$ cat src/rtl/spi_master.sv
// ============================================================================
// spi_master
// ----------------------------------------------------------------------------
// Mode-0 SPI master (CPOL=0, CPHA=0), MSB first, 8-bit frames.
//
// Bytes arrive on a valid/ready interface. Each accepted byte is shifted out
// on MOSI while MISO is shifted in. The received byte is returned together
// with a one-cycle rx_valid strobe. SSEL stays asserted (low) across a burst
// until a byte flagged tx_last has completed.
//
// Parameters
//   CLK_DIV   clk cycles per SCK half-period (>= 4)
//   CS_SETUP  clk cycles from SSEL falling to the first SCK rising edge
//   CS_IDLE   minimum clk cycles SSEL is held high between transactions
//
// Ports
//   clk       system clock
//   rst       synchronous reset, active high
//   tx_data   byte to send
//   tx_last   1 = release SSEL after this byte
//   tx_valid  tx_data / tx_last valid
//   tx_ready  a byte can be accepted this cycle (IDLE and WAIT only)
//   rx_data   byte received on MISO
//   rx_valid  one-cycle strobe, rx_data valid
//   busy      high whenever the FSM is not IDLE
//   SCK       SPI clock, idle low
//   SSEL      slave select, active low
//   MOSI      serial data out
//   MISO      serial data in (asynchronous, 2-flop synchronized)
//
// Every output is driven straight from a register.
// ============================================================================
module spi_master #(
    parameter int CLK_DIV  = 4,
    parameter int CS_SETUP = 4,
    parameter int CS_IDLE  = 4
) (
    input  logic       clk,
    input  logic       rst,
    input  logic [7:0] tx_data,
    input  logic       tx_last,
    input  logic       tx_valid,
    output logic       tx_ready,
    output logic [7:0] rx_data,
    output logic       rx_valid,
    output logic       busy,
    output logic       SCK,
    output logic       SSEL,
    output logic       MOSI,
    input  logic       MISO
);

    // ------------------------------------------------------------------------
    // Divider counter width: large enough for the longest timed phase.
    // ------------------------------------------------------------------------
    localparam int MAX_A = (CLK_DIV > CS_SETUP) ? CLK_DIV : CS_SETUP;
    localparam int MAX_P = (MAX_A > CS_IDLE) ? MAX_A : CS_IDLE;
    localparam int DW    = (MAX_P > 1) ? $clog2(MAX_P) : 1;

    // Each phase counts down from (length - 1) to zero.
    localparam logic [DW-1:0] HALF_RELOAD  = DW'(CLK_DIV - 1);
    localparam logic [DW-1:0] SETUP_RELOAD = DW'(CS_SETUP - 1);
    localparam logic [DW-1:0] IDLE_RELOAD  = DW'(CS_IDLE - 1);

    typedef enum logic [2:0] {
        S_IDLE  = 3'd0,
        S_SETUP = 3'd1,
        S_HIGH  = 3'd2,
        S_LOW   = 3'd3,
        S_DONE  = 3'd4,
        S_WAIT  = 3'd5,
        S_DESEL = 3'd6
    } state_t;

    state_t        state_q;
    logic [DW-1:0] div_q;
    logic [2:0]    bit_q;
    logic [7:0]    tx_sr_q;
    logic [6:0]    rx_sr_q;
    logic          last_q;
    logic          sck_q;
    logic          ssel_q;
    logic          mosi_q;
    logic          tx_ready_q;
    logic          rx_valid_q;
    logic [7:0]    rx_data_q;
    logic          busy_q;
    logic          miso_meta_q;
    logic          miso_sync_q;

    logic          accept;
    logic          div_zero;

    assign accept   = tx_valid && tx_ready_q;
    assign div_zero = (div_q == {DW{1'b0}});

    assign tx_ready = tx_ready_q;
    assign rx_data  = rx_data_q;
    assign rx_valid = rx_valid_q;
    assign busy     = busy_q;
    assign SCK      = sck_q;
    assign SSEL     = ssel_q;
    assign MOSI     = mosi_q;

    // Two-flop synchronizer for the asynchronous MISO input.
    always_ff @(posedge clk) begin
        if (rst) begin
            miso_meta_q <= 1'b0;
            miso_sync_q <= 1'b0;
        end else begin
            miso_meta_q <= MISO;
            miso_sync_q <= miso_meta_q;
        end
    end

    // Transfer FSM; all outputs are updated together with the state so they
    // always describe the state being entered.
    always_ff @(posedge clk) begin
        if (rst) begin
            state_q    <= S_IDLE;
            div_q      <= {DW{1'b0}};
            bit_q      <= 3'd7;
            tx_sr_q    <= 8'h00;
            rx_sr_q    <= 7'h00;
            last_q     <= 1'b0;
            sck_q      <= 1'b0;
            ssel_q     <= 1'b1;
            mosi_q     <= 1'b0;
            tx_ready_q <= 1'b0;
            rx_valid_q <= 1'b0;
            rx_data_q  <= 8'h00;
            busy_q     <= 1'b0;
        end else begin
            // rx_valid is a strobe: only the HIGH->DONE transition raises it.
            rx_valid_q <= 1'b0;

            case (state_q)
                S_IDLE: begin
                    sck_q  <= 1'b0;
                    ssel_q <= 1'b1;
                    busy_q <= 1'b0;
                    if (accept) begin
                        state_q    <= S_SETUP;
                        div_q      <= SETUP_RELOAD;
                        ssel_q     <= 1'b0;
                        mosi_q     <= tx_data[7];
                        tx_sr_q    <= tx_data;
                        last_q     <= tx_last;
                        bit_q      <= 3'd7;
                        rx_sr_q    <= 7'h00;
                        tx_ready_q <= 1'b0;
                        busy_q     <= 1'b1;
                    end else begin
                        // Also produces the first tx_ready after reset.
                        tx_ready_q <= 1'b1;
                    end
                end

                S_SETUP: begin
                    if (div_zero) begin
                        state_q <= S_HIGH;
                        div_q   <= HALF_RELOAD;
                        sck_q   <= 1'b1;
                    end else begin
                        div_q <= div_q - {{(DW-1){1'b0}}, 1'b1};
                    end
                end

                S_HIGH: begin
                    if (div_zero) begin
                        // Sample MISO at the end of the high phase, LSB in.
                        rx_sr_q <= {rx_sr_q[5:0], miso_sync_q};
                        sck_q   <= 1'b0;
                        div_q   <= HALF_RELOAD;
                        if (bit_q == 3'd0) begin
                            state_q    <= S_DONE;
                            rx_valid_q <= 1'b1;
                            rx_data_q  <= {rx_sr_q, miso_sync_q};
                        end else begin
                            // Falling edge: present the next bit on MOSI.
                            state_q <= S_LOW;
                            bit_q   <= bit_q - 3'd1;
                            mosi_q  <= tx_sr_q[bit_q - 3'd1];
                        end
                    end else begin
                        div_q <= div_q - {{(DW-1){1'b0}}, 1'b1};
                    end
                end

                // Also used as the low phase before the first rise of a byte
                // accepted in WAIT; MOSI is already set by the accept.
                S_LOW: begin
                    if (div_zero) begin
                        state_q <= S_HIGH;
                        div_q   <= HALF_RELOAD;
                        sck_q   <= 1'b1;
                    end else begin
                        div_q <= div_q - {{(DW-1){1'b0}}, 1'b1};
                    end
                end

                S_DONE: begin
                    if (div_zero) begin
                        if (last_q) begin
                            state_q <= S_DESEL;
                            div_q   <= IDLE_RELOAD;
                            ssel_q  <= 1'b1;
                            mosi_q  <= 1'b0;
                        end else begin
                            state_q    <= S_WAIT;
                            tx_ready_q <= 1'b1;
                        end
                    end else begin
                        div_q <= div_q - {{(DW-1){1'b0}}, 1'b1};
                    end
                end

                // SSEL stays low and SCK idle for as long as the source waits.
                S_WAIT: begin
                    if (accept) begin
                        state_q    <= S_LOW;
                        div_q      <= HALF_RELOAD;
                        mosi_q     <= tx_data[7];
                        tx_sr_q    <= tx_data;
                        last_q     <= tx_last;
                        bit_q      <= 3'd7;
                        rx_sr_q    <= 7'h00;
                        tx_ready_q <= 1'b0;
                    end else begin
                        tx_ready_q <= 1'b1;
                    end
                end

                S_DESEL: begin
                    if (div_zero) begin
                        state_q    <= S_IDLE;
                        tx_ready_q <= 1'b1;
                        busy_q     <= 1'b0;
                    end else begin
                        div_q <= div_q - {{(DW-1){1'b0}}, 1'b1};
                    end
                end

                // Unreachable encodings fall back to a safe idle bus.
                default: begin
                    state_q    <= S_IDLE;
                    div_q      <= {DW{1'b0}};
                    sck_q      <= 1'b0;
                    ssel_q     <= 1'b1;
                    mosi_q     <= 1'b0;
                    tx_ready_q <= 1'b0;
                    busy_q     <= 1'b0;
                end
            endcase
        end
    end

endmodule

$ cat config.mk
export PLATFORM = sky130hd
export DESIGN_NAME = spi_master
export DESIGN_NICKNAME = d
export VERILOG_FILES = /design/src/rtl/spi_master.sv
export SDC_FILE = /design/constraint.sdc
export NUM_CORES = 1
export LEC_CHECK = 0
export ABC_AREA = 1
export BUFFER_PORTS_ARGS = -buffer_cell sky130_fd_sc_hd__buf_2
export CORE_ASPECT_RATIO = 1.75
export CORE_UTILIZATION = 61
export CTS_CLUSTER_SIZE = 14
export DETAILED_ROUTE_END_ITERATION = 8
export PLACE_DENSITY = 0.85
export SYNTH_ARGS = -nofsm -noshare
export SYNTH_HDL_FRONTEND = slang
export SYNTH_SLANG_ARGS = --single-unit
$ cat constraint.sdc
create_clock -name clk -period 4.29 [get_ports clk]
set_input_delay 0.429 -clock clk [delete_from_list [all_inputs] [get_ports clk]]
set_output_delay 0.429 -clock clk [all_outputs]
set_load 0.01 [all_outputs]
==> flow_summary.toml, run 1 <==
[flow_run]
cap_violations = 0

[timing]
finalSetupViolations = 0
timing.hold.ws_ns = 0.3383
worst_pin_slew_ns = 0.7828
period_share_pct = 47.62
max-slew-margin-rel_pct = 47.76
max_clock_freq_mhz = 489.5
timing.final.crit_period_ns = 2.043
fin_setup_tns_ns = 0
final_hold_viol_count = 0
slew_viol_final = 0
finClkSkew_ns = 0.007247
rsz0062_at_grt = "no"

[die]
die_w_um = 45.66
ioPinCount = 27
core_area_mm2 = 0.003176
die_area_mm2 = 0.003579
start_util_pct = 64.07
num_rows = 27
dieHeight_um = 78.40

[clock_tree]
insertion_delay_ns = 0.29
clk_pin_slew_ns = 0.08
ctsRootBufferMaster = "clkbuf_8"
cts-resized-gates = 0
post_cts_buffers = 0
htree_levels = 2
cts_buffer_depth = 2
cts_hold_buf = 0
cts_sinks = 40
tritoncts = "done"
cts_buffers = 5

[finish]
finalNetCount = 325
final_cell_mix = "nand2_1 (65), inv_1 (42), dfxtp_1 (40)"
num_antenna_cells = 0
final_common_cell = "nand2_1"
final_layout_size_suffix_gt1_share_pct = 18.71
syn_to_final_growth_pct = 10.33
final_cell_area_mm2 = 0.002245

[synth]
synthesis.nets = 302
syn_area_mm2 = 0.002034
ys_seq_area_share_pct = 39.36
async_reset_ff_share_pct = 0
yosys.area_share.simple_pct = 32.16
synth.avg_cell_area_um2 = 7.113
synth_compound_area_share_pct = 14.70
synth_cell_types = 31
synth-edff-count = 0
synth_top_family_by_area = "simple AND/OR/NAND/NOR gates"
syn_inst = 286
synthAdderAreaFrac_pct = 1.845
synthFlopType = "dfxtp_1"
synthMuxAreaShare_pct = 0
yosys_warnings = 0
synthXorXnorAreaFrac_pct = 0.4305
ys_seq_elements = 40

[global_routing]
grt_max_degree = 31
grt_pass1_vias = 1769
grt_pass1_wl_um = 7148
grt_antenna_before_repair = 0
track_usage_pct = 27.12
gr-total-overflow = 0

[critical_path]
worstSetupStartpointType = "register"
crit_path_end_kind = "register"
path_class = "reg -> reg"
critPathRequiredTime_ns = 4.44
cp_data_arrival_time_ns = 2.19
critPathMaxFanout = 16
r2r-start = "state_q[2]"
startpoint = "state_q[2]"

[drt]
ant_nets = 0
route.detailed.drc = 0
drt-total-wl_um = 4110
drtIter0Drc = 75
vias = 1825
viasPerCell = 5.170
wl_per_cell_um = 11.64
drt_pass1_iterations = 4

[pwr]
vdd_drop_max_v = 0.0005932
power_leakage_nw = 1.116
power_density_mw_per_mm2 = 668.0

[placed_design]
dp_hpwl_um = 3082
io_buffers = 26
gp_congestion = 0.9190
placed_area_mm2 = 0.002152

[worst_hold_path]
worstHoldStart = "MISO"
hold_path.class = "in -> reg"

[outcome]
status = "finished clean"
[final cells by class]
type,instances,area (um2)
inverters,44,167.7
flip-flops and latches,40,800.8
clock buffers,6,82.58
clock inverters,2,10.01
well taps,43,53.80
repair buffers,26,130.1
fillers,306,930.9
multi-input cells,192,999.7
[state kept, by name, summed over array words and instances (netlist names), 2 cells and up]
| register | cells |
|---|---|
| div_q | 2 |
| tx_sr_q | 8 |
| state_q | 3 |
| rx_data | 8 |
| bit_q | 3 |
| rx_sr_q | 7 |
[power breakdown]
| group | internal, W | switching [W] | total, W | leakage (nW) |
|---|---|---|---|---|
| combinational | 0.000244 | 0.000486 | 0.000730 | 0.738 |
| sequential | 0.000452 | 0.0000651 | 0.000517 | 0.327 |
| clock | 0.000128 | 0.000124 | 0.000252 | 0.0510 |
| total | 0.000824 | 0.000675 | 0.00150 | 1.12 |
[kinds of logic after synthesis]
family | Yosys count
compound gates | 54
xor+xnor | 1
fa+ha+maj | 3
buf+inv | 54
flops | 40
simple gates | 134
[worst max-delay path, stage by stage (launching register included)]
cell     delay (ns)
dfxtp_1        0.62
inv_1          0.27
nand2_2        0.16
nand2_4        0.14
nand2_4        0.10
nand2_2        0.06
nor2_4         0.26
inv_2          0.13
nand2_1        0.08
nand3_1        0.06
[Yosys cell counts (3+ instances only)]
cell      count  area [um2]
nand2_1      65       244.0
inv_1        42       157.7
dfxtp_1      40       800.8
nor2_1       28       105.1
a21oi_1      22       110.1
nand3_1      22       110.1
o21ai_0      19       95.09
o21ai_1       5       25.02
nand2_2       4       25.02
o21ai_2       4       35.03
buf_4         3       22.52
clkbuf_1      3       11.26
ha_1          3       37.54
nor2_4        3       33.78
[metal layers]
layer / wire length (um) / vias up / GRT usage (%)
li1: - / 948 / -
met1: 1667 / 812 / 28.47
met2: 2116 / 45 / 46.43
met3: 145 / 20 / 5.747
met4: 180 / 0 / 16.06
met5: 0 / - / 0
[through the flow]
| stage | power [W] | setup WS (ns) | util, % | std cells |
|---|---|---|---|---|
| 2_1_floorplan | 0.001130 | 2.795 | - | 286 |
| 3_3_place_gp | 0.001225 | 2.384 | 67.77 | 345 |
| 3_5_place_dp | 0.001245 | 2.305 | 67.77 | 345 |
| 4_1_cts | 0.001501 | 2.281 | 70.69 | 353 |
| 5_1_grt | 0.001641 | 2.090 | 70.69 | 353 |
| 6_report | 0.001499 | 2.247 | 70.69 | 353 |
[path summary, 6_finish.rpt]
| check | cells after the start | to | slack [ns] |
|---|---|---|---|
| worst max-delay path | 9 | bit_q[2] | 2.25 |
| worst min-delay path | 3 | miso_meta_q | 0.34 |
| worst max register to register | 9 | bit_q[2] | 2.25 |
| worst min register to register | 2 | miso_sync_q | 0.40 |
(Power assumes the default switching activity.)
==> inputs of run 2 (changes only) <==
--- a/config.mk
+++ b/config.mk
@@ -8,10 +8,10 @@
 export ABC_AREA = 1
 export BUFFER_PORTS_ARGS = -buffer_cell sky130_fd_sc_hd__buf_2
 export CORE_ASPECT_RATIO = 1.75
-export CORE_UTILIZATION = 61
+export CORE_UTILIZATION = 57
 export CTS_CLUSTER_SIZE = 14
 export DETAILED_ROUTE_END_ITERATION = 8
-export PLACE_DENSITY = 0.85
+export PLACE_DENSITY = 0.8
 export SYNTH_ARGS = -nofsm -noshare
 export SYNTH_HDL_FRONTEND = slang
 export SYNTH_SLANG_ARGS = --single-unit
==> constraint.sdc (replaced) <==
create_clock -name clk -period 2.1 [get_ports clk]
set_input_delay 0.21 -clock clk [delete_from_list [all_inputs] [get_ports clk]]
set_output_delay 0.21 -clock clk [all_outputs]
set_load 0.01 [all_outputs]
==> run 2 against run 1 <==
  * Sequential share of layout area fell by 0.22 points
  * Cell area rose by 0.61%
  * Sequential power rose by 100%
  * Register-to-register slack got worse by 2.1 ns
  * Routed wire length fell by 1.1%
  * Core utilization fell by 4.2 points
  * Clock power rose by 93%
  * Critical path depth rose by 1
  * Via count fell by 1.6%
  * Sequential cell count did not move
  * Clock skew barely moved
  * Worst setup slack got worse by 2.1 ns
  * Critical endpoint is now rx_sr_q[1]
  * Largest cell class unchanged
==> flow_summary.toml, run 2 (synthesis results as in run 1) <==
[timing]
final_hold_viol_count = 0
finClkSkew_ns = 0.007567
period_share_pct = 91.11
fin_setup_tns_ns = 0
slew_viol_final = 0
rsz0062_at_grt = "no"
timing.final.crit_period_ns = 1.913
max_clock_freq_mhz = 522.7
worst_pin_slew_ns = 0.5662
finalSetupViolations = 0
max-slew-margin-rel_pct = 62.20

[placed_design]
placed_area_mm2 = 0.002177
io_buffers = 26
gp_congestion = 0.8857
place_inst = 350
dp_hpwl_um = 3033

[drt]
drtIter0Drc = 46
wl_per_cell_um = 11.39
viasPerCell = 5.031
route.detailed.drc = 0
ant_nets = 0
vias = 1796
drt-total-wl_um = 4066
drt_pass1_iterations = 4

[pwr]
vdd_drop_max_v = 0.001111
power_leakage_nw = 1.119
power_density_mw_per_mm2 = 1350

[finish]
final_layout_size_suffix_gt1_share_pct = 19.23
finalNetCount = 328
finish.utilization_pct = 66.46
syn_to_final_growth_pct = 11.01
final_common_cell = "nand2_1"
final_cell_mix = "nand2_1 (65), inv_1 (42), dfxtp_1 (40)"
fin_cells = 357
num_antenna_cells = 0
final_cell_area_mm2 = 0.002258

[clock_tree]
post_cts_buffers = 0
cts_hold_buf = 0
clk_pin_slew_ns = 0.08
tritoncts = "done"
cts_buffer_depth = 2
insertion_delay_ns = 0.29
htree_levels = 2
cts_sinks = 40
cts-resized-gates = 0
ctsRootBufferMaster = "clkbuf_8"
cts_buffers = 5

[critical_path]
worstSetupStartpointType = "register"
cp_cell_sequence = "nor2_4 > nand2_2 > nand2_4 > nand2_4 > nand2_2 > nor2_4 > inv_2 > nand2_1 > inv_1 > nor2_1"
path_class = "reg -> reg"
critPathMaxStageDelay_ns = 0.68
crit_path_end_kind = "register"
critPathSlowestCell = "dfxtp_1"
cp_data_arrival_time_ns = 2.15
cp_num_buf_inv = 2
critPathRequiredTime_ns = 2.33
cp_top_family = "simple AND/OR/NAND/NOR gates"
critPathMaxFanout = 16

[worst_hold_path]
hold_path.class = "in -> reg"

[global_routing]
grt_max_degree = 31
grt_pass1_vias = 1605
gr-total-overflow = 0
grt_antenna_before_repair = 0
grt_pass1_wl_um = 6796
track_usage_pct = 24.40

[die]
die_w_um = 47.16
dieHeight_um = 81.03
start_util_pct = 59.87
core_area_mm2 = 0.003398
die_area_mm2 = 0.003821
ioPinCount = 27
num_rows = 28

[flow_run]
cap_violations = 0

[outcome]
status = "finished clean"
==> run 2: worst reg2reg max path, cell delays in order, from the launching register on <==
cell,delay (ns)
dfxtp_1,0.68
nor2_4,0.09
nand2_2,0.12
nand2_4,0.15
nand2_4,0.12
nand2_2,0.06
nor2_4,0.28
inv_2,0.14
nand2_1,0.08
inv_1,0.04
nor2_1,0.09
==> run 2: stage by stage <==
step	worst slack, ns	total power (W)	hold slack (ns)
finish	0.1867	0.003048	0.1186
global route	0.01526	0.003328	0.1386
CTS	0.1809	0.003058	0.1171
detailed placement	0.1945	0.002569	0.4057
global placement	0.2191	0.002534	0.3918
floorplan	0.6046	0.002309	0.3170
==> run 2: area by class of cell <==
type | instances | area (um2)
flip-flops and latches | 40 | 800.8
multi-input cells | 192 | 999.7
repair buffers | 29 | 152.6
clock buffers | 5 | 68.82
fillers | 346 | 1140
clock inverters | 2 | 12.51
well taps | 45 | 56.30
inverters | 44 | 167.7
==> run 2: where the power goes <==
group          total, W  internal (W)  switching [W]  leakage, nW
clock network  0.000487      0.000225       0.000263       0.0400
logic           0.00152      0.000513        0.00101        0.752
registers       0.00104      0.000923       0.000116        0.327
==> run 2: metal layers <==
metal / vias to the layer above / wire length (um) / global-route usage (%)
met4: 0 / 67 / 8.571
met1: 805 / 1651 / 27.96
met5: - / 0 / 0
met3: 7 / 107 / 5.556
li1: 952 / - / -
met2: 32 / 2241 / 42.36
==> run 2: worst paths after layout <==
| kind | from | slack, ns | cells after the start | endpoint |
|---|---|---|---|---|
| setup / recovery | state_q[0] | 0.19 | 10 | rx_sr_q[1] |
| hold / removal | MISO | 0.12 | 3 | miso_meta_q |
| setup reg to reg | state_q[0] | 0.19 | 10 | rx_sr_q[1] |
| hold reg to reg | miso_meta_q | 0.42 | 2 | miso_sync_q |
